File: src/rtl/psi_generator_pkg.sv
// Shared definitions for the psi square-wave generator and the regulator it serves.
package psi_generator_pkg;

  localparam int DIV_W_DEF = 8;
  localparam logic [DIV_W_DEF-1:0] DIV_MAX = {DIV_W_DEF{1'b1}};

  typedef enum logic [1:0] {
    ST_IDLE = 2'd0,
    ST_HIGH = 2'd1,
    ST_LOW  = 2'd2
  } state_t;

endpackage

File: src/rtl/psi_generator_phase_counter.sv
// Loadable up-counter timing one psi phase; tc is high while the count sits at all-ones.
module phase_counter
  import psi_generator_pkg::*;
#(
  parameter int DIV_W = DIV_W_DEF
) (
  input  logic             clk,
  input  logic             rst,
  input  logic             load,
  input  logic [DIV_W-1:0] loadVal,
  input  logic             inc,
  output logic             tc,
  output logic             tcNext
);

  localparam logic [DIV_W-1:0] CNT_MAX = {DIV_W{1'b1}};
  localparam logic [DIV_W-1:0] CNT_ONE = {{(DIV_W-1){1'b0}}, 1'b1};

  logic [DIV_W-1:0] cnt_r;
  logic [DIV_W-1:0] cnt_s;

  // Next count: load wins over increment, otherwise hold.
  always_comb begin
    cnt_s = cnt_r;
    if (load) begin
      cnt_s = loadVal;
    end else if (inc) begin
      cnt_s = cnt_r + CNT_ONE;
    end else begin
      cnt_s = cnt_r;
    end
    tcNext = (cnt_s == CNT_MAX);
  end

  // Count and terminal-count registers.
  always_ff @(posedge clk) begin
    if (!rst) begin
      cnt_r <= {DIV_W{1'b0}};
      tc    <= 1'b0;
    end else begin
      cnt_r <= cnt_s;
      tc    <= tcNext;
    end
  end

endmodule

File: src/rtl/psi_generator.sv
// Symmetric square-wave generator: each phase lasts 2^DIV_W - curDiv cycles,
// with the divider latched once per period at the psi rise.
module psi_generator
  import psi_generator_pkg::*;
#(
  parameter int DIV_W = DIV_W_DEF
) (
  input  logic             clk,
  input  logic             rst,
  input  logic             en,
  input  logic [DIV_W-1:0] divLoad,
  output logic             psi,
  output logic [DIV_W-1:0] curDiv,
  output logic             periodDone,
  output logic [DIV_W-1:0] periodCount,
  output logic             busy
);

  localparam logic [DIV_W-1:0] CNT_ONE = {{(DIV_W-1){1'b0}}, 1'b1};

  state_t           state_r;
  state_t           state_s;
  logic             psi_s;
  logic [DIV_W-1:0] cur_div_s;
  logic [DIV_W-1:0] period_count_s;
  logic             done_s;
  logic             load_s;
  logic             inc_s;
  logic [DIV_W-1:0] load_val_s;
  logic             tc_s;
  logic             tc_next_s;

  phase_counter #(.DIV_W(DIV_W)) u_phase_counter (
    .clk     (clk),
    .rst     (rst),
    .load    (load_s),
    .loadVal (load_val_s),
    .inc     (inc_s),
    .tc      (tc_s),
    .tcNext  (tc_next_s)
  );

  // Next-state and next-output logic.
  always_comb begin
    state_s        = state_r;
    psi_s          = psi;
    cur_div_s      = curDiv;
    period_count_s = periodCount;
    load_s         = 1'b0;
    inc_s          = 1'b0;
    load_val_s     = divLoad;
    case (state_r)
      ST_IDLE: begin
        if (en) begin
          state_s   = ST_HIGH;
          psi_s     = 1'b1;
          cur_div_s = divLoad;
          load_s    = 1'b1;
        end else begin
          state_s = ST_IDLE;
        end
      end
      ST_HIGH: begin
        if (tc_s) begin
          state_s    = ST_LOW;
          psi_s      = 1'b0;
          load_s     = 1'b1;
          load_val_s = curDiv;
        end else begin
          inc_s = 1'b1;
        end
      end
      ST_LOW: begin
        if (tc_s) begin
          period_count_s = periodCount + CNT_ONE;
          if (en) begin
            state_s   = ST_HIGH;
            psi_s     = 1'b1;
            cur_div_s = divLoad;
            load_s    = 1'b1;
          end else begin
            state_s = ST_IDLE;
          end
        end else begin
          inc_s = 1'b1;
        end
      end
      default: begin
        state_s = ST_IDLE;
        psi_s   = 1'b0;
      end
    endcase
    // Look ahead so the registered pulse lands on the last LOW cycle itself.
    done_s = (state_s == ST_LOW) && tc_next_s;
  end

  // State and output registers.
  always_ff @(posedge clk) begin
    if (!rst) begin
      state_r     <= ST_IDLE;
      psi         <= 1'b0;
      curDiv      <= {DIV_W{1'b0}};
      periodDone  <= 1'b0;
      periodCount <= {DIV_W{1'b0}};
      busy        <= 1'b0;
    end else begin
      state_r     <= state_s;
      psi         <= psi_s;
      curDiv      <= cur_div_s;
      periodDone  <= done_s;
      periodCount <= period_count_s;
      busy        <= (state_s != ST_IDLE);
    end
  end

endmodule

File: config.mk
export PLATFORM = sky130hd
export DESIGN_NAME = psi_generator
export DESIGN_NICKNAME = d
export VERILOG_FILES = /design/src/rtl/psi_generator_pkg.sv /design/src/rtl/psi_generator_phase_counter.sv /design/src/rtl/psi_generator.sv
export SDC_FILE = /design/constraint.sdc
export NUM_CORES = 1
export LEC_CHECK = 0
export BUFFER_PORTS_ARGS = -buffer_cell sky130_fd_sc_hd__buf_2
export CORE_MARGIN = 3
export CORE_UTILIZATION = 58
export DETAILED_ROUTE_END_ITERATION = 6
export PLACE_DENSITY = 0.94
export SYNTH_ARGS = -nofsm -noshare
export SYNTH_HDL_FRONTEND = slang
export SYNTH_SLANG_ARGS = --single-unit
File: constraint.sdc
create_clock -name clk -period 4.8 [get_ports clk]
set_clock_uncertainty 0.15 [all_clocks]
set_input_delay 0.48 -clock clk [delete_from_list [all_inputs] [get_ports clk]]
set_output_delay 0.48 -clock clk [all_outputs]
set_load 0.02 [all_outputs]
==> reports/results.txt, run 1 <==
result of the run = complete, no violations
post-DP HPWL = 2530 µm
Skew-Pair Late Insertion Delay = 0.34 ns
Syn-to-layout area delta = 13.09%
WL/cell = 14.16 µm
Hold Path Depth = 2
die height = 58.30 µm
Vias = 1,398
pre-CTS setup slack = 2.192 ns
Non-Filler Instances = 241
Crit-path slowest cell = ha_1
Final setup viols = 0
ys async rst share = 0%
Final WS setup = 2.121 ns
setup bufs post-CTS = 0
NumNets Final = 227
clock buffer count from CTS = 5
Core Area = 2545 µm²
share of layout cells above drive strength 1 = 23.22%
1st-pass router iterations = 4
post-route ant nets = 0
DIE AREA = 3399 µm²
synthesized area = 1587 µm²
Hold Buf Count CTS = 0
Worst Path Max Fanout = 22
Fin Hold WS = 0.2220 ns
post-route total power = 0.5052 mW
CTS Root Cell = clkbuf_4
Post-CTS Resized = 0
peak per-stage delay on the critical path = 0.43 ns
number of library cell types mapped by synthesis = 40
Synth Warn # = 0
largest net degree at the start of global routing = 28
Min-Delay Path Class = in -> reg
Yosys top cell by area = dfxtp_1
number of synthesized flops with an enable pin = 0
crit start category = flip-flop
Lkg Pwr = 0.8136 nW
H-tree levels = 2
gpl congestion = 0.8590
most numerous cell in the Yosys netlist = dfxtp_1
initial antenna violation count = 0
# diodes = 0
CP arrival = 2.79 ns
Final min period = 2.679 ns
grt total ovfl = 0
I/O pin count = 30
critical path required time = 4.91 ns
R2R setup slack = 2.12 ns
1st-iter DRT viols = 56
Worst Tran Pin Value = 0.7097 ns
final setup TNS = 0 ns
Util after Layout = 70.50%
DR DRC count = 0
register area share after synthesis = 37.85%
CP Buf/Inv Count = 2
vias in the first global route = 1,235
clk buf depth = 2
first-pass GRT wire length = 5582 µm
GRT Util Overall = 21.61%
PortBufs = 29
Clock Pin Slew Worst Setup and Hold Paths = 0.10 ns
CTS tree = built
r2r worst-path depth = 8
dominant synthesized flop cell = dfxtp_1
# rows = 18
Die Span X = 58.30 µm
Syn Inst Count = 181
clock sinks = 30
Largest delay share family, worst path = compound AO/OA/AOI/OAI gates
Worst setup EP type = flip-flop
relative slew slack = 52.39%
Synth top cells by count = 30 x dfxtp_1, 22 x nor2_1, 17 x nand2_1, 15 x nand3_1
Mean Syn Cell Area = 8.765 µm²
VDD IR max = 300.8 µV
unrepaired setup endpoints after global routing = false
Final Cycle Share = 55.82%
initial core utilization = 62.34%
mean number of vias per cell = 5.801
DP Area = 1734 µm²
Cells after DPL = 233
Max-Cap Viols = 0
final-report max-slew violation count = 0
final hold vios = 0
pwr dens = 281.6 nW/µm²
Peak Freq = 373.2 MHz
Final Instance Area = 1794 µm²
CP cell instances = inv_1 -> ha_1 -> nand2_1 -> a31oi_1 -> buf_4 -> a21boi_0 -> o221ai_2 -> nor4_2
Net Count, Synth = 198
Synth area leaders = dfxtp_1 38%, mux2i_1 5.7%, nor2_1 5.2%
CP Class = reg -> reg
Synth top area share = 37.85%
Routed WL = 3412 µm
instance count on the critical path = 8
Yosys reg bits = 30
flip-flops by register name, indices dropped and copies added (netlist names):
signal                 cells
busy                       1
curDiv                     8
periodCount                8
periodDone                 1
psi                        1
state_r                    2
u_phase_counter.cnt_r      8
u_phase_counter.tc         1
per-layer routing:
metal / global-route usage [%] / share of wire (%)
met1: 27.24 / 46
met2: 34.61 / 46
met3: 6.140 / 6.2
met4: 8.940 / 1.6
met5: 0 / 0
final timing paths:
path	start	endpoint
setup reg to reg	state_r[1]$_SDFF_PN0_	periodDone$_SDFF_PN0_
hold / removal	rst	u_phase_counter.cnt_r[3]$_SDFF_PN0_
setup / recovery	state_r[1]$_SDFF_PN0_	periodDone$_SDFF_PN0_
hold reg to reg	periodCount[7]$_SDFFE_PN0P_	periodCount[7]$_SDFFE_PN0P_
power by group:
part	internal [mW]	switching, mW
sequential	0.261	0.0111
combinational	0.0293	0.0452
clock	0.0708	0.0880
total	0.361	0.144
cells in the final DEF, fill, tap and decap left out, types with 3 or more instances in the layout:
cell,netlist,final
dfxtp_1,30,30
buf_2,1,29
nor2_1,22,22
nand2_1,17,17
nand3_1,15,15
o21ai_0,9,9
mux2i_1,9,9
xor2_1,7,7
ha_1,6,6
nand4_1,5,5
a21oi_1,5,5
clkbuf_4,0,5
inv_1,4,4
nor2b_1,4,4
a311oi_1,4,4
nor3_1,4,4
xnor2_1,3,3
o21a_1,3,3
kinds of logic after synthesis:
| logic type | Yosys count | synth area share (%) |
|---|---|---|
| mux | 10 | 6.388 |
| fa+ha+maj | 6 | 4.732 |
| simple gates | 80 | 27.44 |
| buf+inv | 14 | 4.100 |
| compound gates | 31 | 13.96 |
| xor+xnor | 10 | 5.521 |
| flops | 30 | 37.86 |
layout make-up:
type,count,area (µm²)
inverters,6,22.52
repair buffers,30,152.6
well taps,30,37.54
clock buffers,7,55.05
flip-flops and latches,30,600.6
clock inverters,1,5.005
fillers,209,750.7
multi-input cells,137,920.9
(Power assumes the default switching activity.)
==> run 2, diff against run 1 <==
Settings changed: CORE_UTILIZATION 58 to 49, PLACE_DENSITY 0.94 to 0.86.
Clock period 4.8 ns to 2.4 ns, I/O delays scaled along.
==> reports/results.txt, run 2 (same netlist as run 1, synthesis figures left out) <==
die height = 62.90 µm (+7.9%)
Worst setup endpoint = periodDone$_SDFF_PN0_
NumNets Final = 236 (+4.0%)
vias in the first global route = 1,456 (+18%)
pre-CTS setup slack = 0.1411 ns (-2.051 ns)
FF-to-FF End = periodDone$_SDFF_PN0_
pwr dens = 534.9 nW/µm² (+90%)
grt total ovfl = 0 (unchanged)
CTS Root Cell = clkbuf_4
Fill cells = 259 (+24%)
Die Span X = 62.90 µm (+7.9%)
final-report max-slew violation count = 0 (unchanged)
final hold vios = 0 (unchanged)
relative slew slack = 64.98% (+13 points)
Worst Tran Pin Value = 0.5240 ns (-0.1858 ns)
most frequent cells in the layout = 30 x dfxtp_1, 29 x buf_2, 22 x nor2_1
DR DRC count = 0 (unchanged)
Largest regs = curDiv: 8 flops, periodCount: 8 flops, u_phase_counter.cnt_r: 8 flops
Worst setup EP type = flip-flop
unrepaired setup endpoints after global routing = false
Lkg Pwr = 0.8525 nW (+4.8%)
clock sinks = 30 (unchanged)
RR Startpoint = state_r[0]$_SDFF_PN0_
post-DP HPWL = 2821 µm (+11%)
most common cell after layout, fill and taps aside = dfxtp_1
DIE AREA = 3956 µm² (+16%)
mean number of vias per cell = 5.439 (-6.2%)
critical path required time = 2.50 ns (-2.41 ns)
gpl congestion = 0.8366 (-2.6%)
FF+latch area = 600.6 µm² (unchanged)
result of the run = complete, no violations
share of layout cells above drive strength 1 = 25.69% (+2.5 points)
Final setup viols = 0 (unchanged)
final setup TNS = 0 ns (unchanged)
Peak Freq = 451.5 MHz (+21%)
CP arrival = 2.31 ns (-0.48 ns)
1st-pass router iterations = 4 (unchanged)
Final min period = 2.215 ns (-0.4646 ns)
CTS tree = built
CP Class = reg -> reg
Max-Cap Viols = 0 (unchanged)
PortBufs = 29 (unchanged)
Worst Path Max Fanout = 4 (-82%)
Clock Pin Slew Worst Setup and Hold Paths = 0.09 ns (about the same)
initial core utilization = 51.54% (-11 points)
Skew-Pair Late Insertion Delay = 0.33 ns (about the same)
r2r worst-path depth = 7 (-1)
H-tree levels = 2 (unchanged)
Syn-to-layout area delta = 19.01%
crit start category = flip-flop
VDD IR max = 344.6 µV (+15%)
WL/cell = 14.90 µm (+5.3%)
Final WS setup = 0.1852 ns (-1.935 ns)
I/O pin count = 30 (unchanged)
Fin Hold WS = 0.01433 ns (-0.2076 ns)
area of the multi-input gates = 933.4 µm² (+1.4%)
1st-iter DRT viols = 59 (+5.4%)
Final Cycle Share = 92.29% (+36 points)
setup bufs post-CTS = 0 (unchanged)
crit path from = state_r[0]$_SDFF_PN0_
largest net degree at the start of global routing = 27 (-3.6%)
# rows = 20 (+2)
Vias = 1,425 (+1.9%)
first-pass GRT wire length = 6768 µm (+21%)
Routed WL = 3905 µm (+14%)
clk buf depth = 2 (unchanged)
post-route ant nets = 0 (unchanged)
clock buffer count from CTS = 5 (unchanged)
GRT Util Overall = 21.61% (about the same)
initial antenna violation count = 0 (unchanged)
R2R setup slack = 0.19 ns (-1.94 ns)
# diodes = 0 (unchanged)
Core Area = 3078 µm² (+21%)
Min-Delay Path Class = in -> reg
## run 2: changes by cell type in the layout (fill, tap and decap cells not counted), sizes merged
cell / previous run / this run
clkinv: 2 / 1
buf: 30 / 37
clkbuf: 7 / 6
dlygate4sd3: 0 / 2
## run 2: per-layer routing
layer / share of wire (%) / vias to the layer above / global-route usage (%) / routed length [µm]
li1: - / 715 / - / -
met1: 42 / 662 / 25.72 / 1636
met2: 51 / 39 / 36.23 / 2000
met3: 4.9 / 9 / 5.935 / 192
met4: 1.9 / 0 / 9.091 / 75
met5: 0 / - / 0 / 0
## run 2: timing repair
action / in CTS / in global routing
gates resized for setup: 0 / 2
hold endpoints to repair: 2 / 0
endpoints found under the setup margin: 0 / 1
hold buffers: 2 / 0
## run 2: how the worst min path moves through the flow
stage                           from                                  end  slack [ns]  cells past startpoint
after global placement           rst  u_phase_counter.cnt_r[3]$_SDFF_PN0_        0.32                      2
final                     divLoad[7]               curDiv[7]$_SDFFE_PN0P_        0.01                      3
after floorplan                  rst  u_phase_counter.cnt_r[3]$_SDFF_PN0_        0.21                      1
after detailed placement         rst  u_phase_counter.cnt_r[3]$_SDFF_PN0_        0.32                      2
after CTS                 divLoad[7]               curDiv[7]$_SDFFE_PN0P_       0.004                      3
after global routing      divLoad[7]               curDiv[7]$_SDFFE_PN0P_        0.03                      3
## run 2: area by class of cell
cell class | count | share of cell area (%)
Sequential cell | 30 | 31.81
Tap cell | 44 | 2.916
Timing Repair Buffer | 39 | 11.93
Clock buffer | 6 | 2.717
Multi-Input combinational cell | 137 | 49.44
Inverter | 6 | 1.193
## run 2: worst max-delay path, stage by stage, from the launching register on
cell	delay, ns
dfxtp_1	0.37
inv_1	0.12
ha_4	0.32
nand4b_4	0.12
or3_4	0.36
a221oi_2	0.28
o221ai_2	0.16
nor4_2	0.26
## run 2: where the power goes
| group | total, mW | leakage, nW | switching (mW) | internal [mW] |
|---|---|---|---|---|
| clock network | 0.301 | 0.0302 | 0.169 | 0.132 |
| registers | 0.543 | 0.246 | 0.0217 | 0.522 |
| logic | 0.166 | 0.577 | 0.0966 | 0.0695 |
| total | 1.01 | 0.852 | 0.287 | 0.723 |
## run 2: metrics by stage
stage                     std cells  total power [mW]  util (%)  instance area, µm²
after floorplan                 181            0.6593         -                1587
after global placement          254            0.7087     58.62                1804
after detailed placement        254            0.7137     58.62                1804
after CTS                       262             1.014     60.93                1876
after global routing            262             1.057     61.34                1888
final                           262             1.010     61.34                1888
==> run 3, diff against run 2 <==
Settings changed: CTS_CLUSTER_SIZE set to 24, RECOVER_POWER set to 25.
==> reports/results.txt, run 3 (same netlist as run 1, synthesis figures left out) <==
vias in the first global route = 1,456 (unchanged)
pwr dens = 538.9 nW/µm² (+0.73%)
most frequent cells in the layout = 30 x dfxtp_1, 22 x nor2_1, 17 x nand2_1, 17 x buf_2, 15 x nand3_1
# diodes = 0 (unchanged)
Cells after DPL = 254 (unchanged)
setup bufs post-CTS = 0 (unchanged)
area of the multi-input gates = 933.4 µm² (unchanged)
die height = 62.90 µm (unchanged)
Final setup viols = 0 (unchanged)
1st-iter DRT viols = 56 (-5.1%)
critical path required time = 2.50 ns (about the same)
post-DP HPWL = 2821 µm (unchanged)
most common cell after layout, fill and taps aside = dfxtp_1
relative slew slack = 64.98% (unchanged)
Max-Cap Viols = 0 (unchanged)
CP arrival = 2.32 ns (about the same)
grt total ovfl = 0 (unchanged)
CTS Root Cell = clkbuf_4
# rows = 20 (unchanged)
Worst setup EP type = flip-flop
Final Cycle Share = 92.25% (about the same)
final setup TNS = 0 ns (unchanged)
Fin Hold WS = 0.01615 ns (+0.001815 ns)
Clock Pin Slew Worst Setup and Hold Paths = 0.09 ns (about the same)
Vias = 1,437 (+0.84%)
unrepaired setup endpoints after global routing = false
Core Area = 3078 µm² (unchanged)
met2 usage = 36.23% (unchanged)
initial core utilization = 51.54% (unchanged)
largest net degree at the start of global routing = 27 (unchanged)
CTS tree = built
DR DRC count = 0 (unchanged)
NumNets Final = 236 (unchanged)
Final min period = 2.214 ns (-0.0009600 ns)
Die Span X = 62.90 µm (unchanged)
Lkg Pwr = 0.8032 nW (-5.8%)
post-route ant nets = 0 (unchanged)
Peak Freq = 451.7 MHz (about the same)
VDD IR max = 368.9 µV (+7.1%)
Skew-Pair Late Insertion Delay = 0.33 ns (about the same)
crit start category = flip-flop
gpl congestion = 0.8366 (unchanged)
clock buffer count from CTS = 5 (unchanged)
1st-pass router iterations = 4 (unchanged)
final hold vios = 0 (unchanged)
Min-Delay Path Class = in -> reg
I/O pin count = 30 (unchanged)
GR Util met3 = 5.935% (unchanged)
FF+latch area = 600.6 µm² (unchanged)
Largest regs = curDiv: 8 flops, periodCount: 8 flops, u_phase_counter.cnt_r: 8 flops
CP Class = reg -> reg
initial antenna violation count = 0 (unchanged)
Routed WL = 3906 µm (about the same)
first-pass GRT wire length = 6768 µm (unchanged)
GRT Max-Usage Layer = met2
DIE AREA = 3956 µm² (unchanged)
clk buf depth = 2 (unchanged)
Worst Path Max Fanout = 4 (unchanged)
GRT Util Overall = 21.61% (unchanged)
share of layout cells above drive strength 1 = 20.18% (-5.5 points)
PortBufs = 29 (unchanged)
clock sinks = 30 (unchanged)
H-tree levels = 2 (unchanged)
final-report max-slew violation count = 0 (unchanged)
met1 Track Usage GR = 25.72% (unchanged)
Non-Filler Instances = 262 (unchanged)
Syn-to-layout area delta = 18.06%
mean number of vias per cell = 5.485 (+0.84%)
Worst Tran Pin Value = 0.5240 ns (unchanged)
Fill cells = 264 (+1.9%)
result of the run = complete, no violations
WL/cell = 14.91 µm (about the same)
## run 3: cell types whose count changed in the layout (fill, tap and decap cells not counted)
cell,delta
buf_2,-12
clkbuf_1,+12
## run 3: cell type report
type	instances	share of cell area, %
clock buffers	6	2.739
inverters	6	1.202
repair buffers	39	11.22
flip-flops and latches	30	32.06
multi-input cells	137	49.83
well taps	44	2.939
## run 3: final timing paths
path                                      end  cells past startpoint  slack [ns]                         from
hold reg to reg   periodCount[7]$_SDFFE_PN0P_                      2        0.35  periodCount[7]$_SDFFE_PN0P_
setup / recovery        periodDone$_SDFF_PN0_                      7        0.19        state_r[0]$_SDFF_PN0_
setup reg to reg        periodDone$_SDFF_PN0_                      7        0.19        state_r[0]$_SDFF_PN0_
hold / removal         curDiv[7]$_SDFFE_PN0P_                      3        0.02                   divLoad[7]
## run 3: timing repair
action | in CTS | in global routing
endpoints found under the hold margin | 2 | 0
setup endpoints to repair | 0 | 1
resized for setup | 0 | 2
hold buffers | 2 | 0
## run 3: metal layers
layer / vias to the layer above / share of wire (%)
li1: 715 / -
met1: 672 / 41
met2: 41 / 51
met3: 9 / 5.6
met4: 0 / 1.9
met5: - / 0
## run 3: worst max-delay path, stage by stage, from the launching register on
cell	delay, ns
dfxtp_1	0.37
inv_1	0.12
ha_4	0.32
nand4b_4	0.12
or3_4	0.36
a221oi_2	0.28
o221ai_2	0.16
nor4_2	0.26
## run 3: through the flow
| step | setup WS, ns | instance area, µm² | power, mW | utilization [%] |
|---|---|---|---|---|
| global route | 0.04272 | 1873 | 1.055 | 60.85 |
| finish | 0.1861 | 1873 | 1.009 | 60.85 |
| detailed placement | 0.1411 | 1804 | 0.7137 | 58.62 |
| floorplan | 0.2557 | 1587 | 0.6593 | - |
| CTS | 0.1194 | 1876 | 1.014 | 60.93 |
| global placement | 0.2416 | 1804 | 0.7087 | 58.62 |
## run 3: power by group
part / internal [mW] / total [mW] / switching (mW) / leakage [nW]
combinational: 0.0673 / 0.164 / 0.0965 / 0.527
clock: 0.132 / 0.302 / 0.170 / 0.0302
sequential: 0.522 / 0.544 / 0.0220 / 0.246
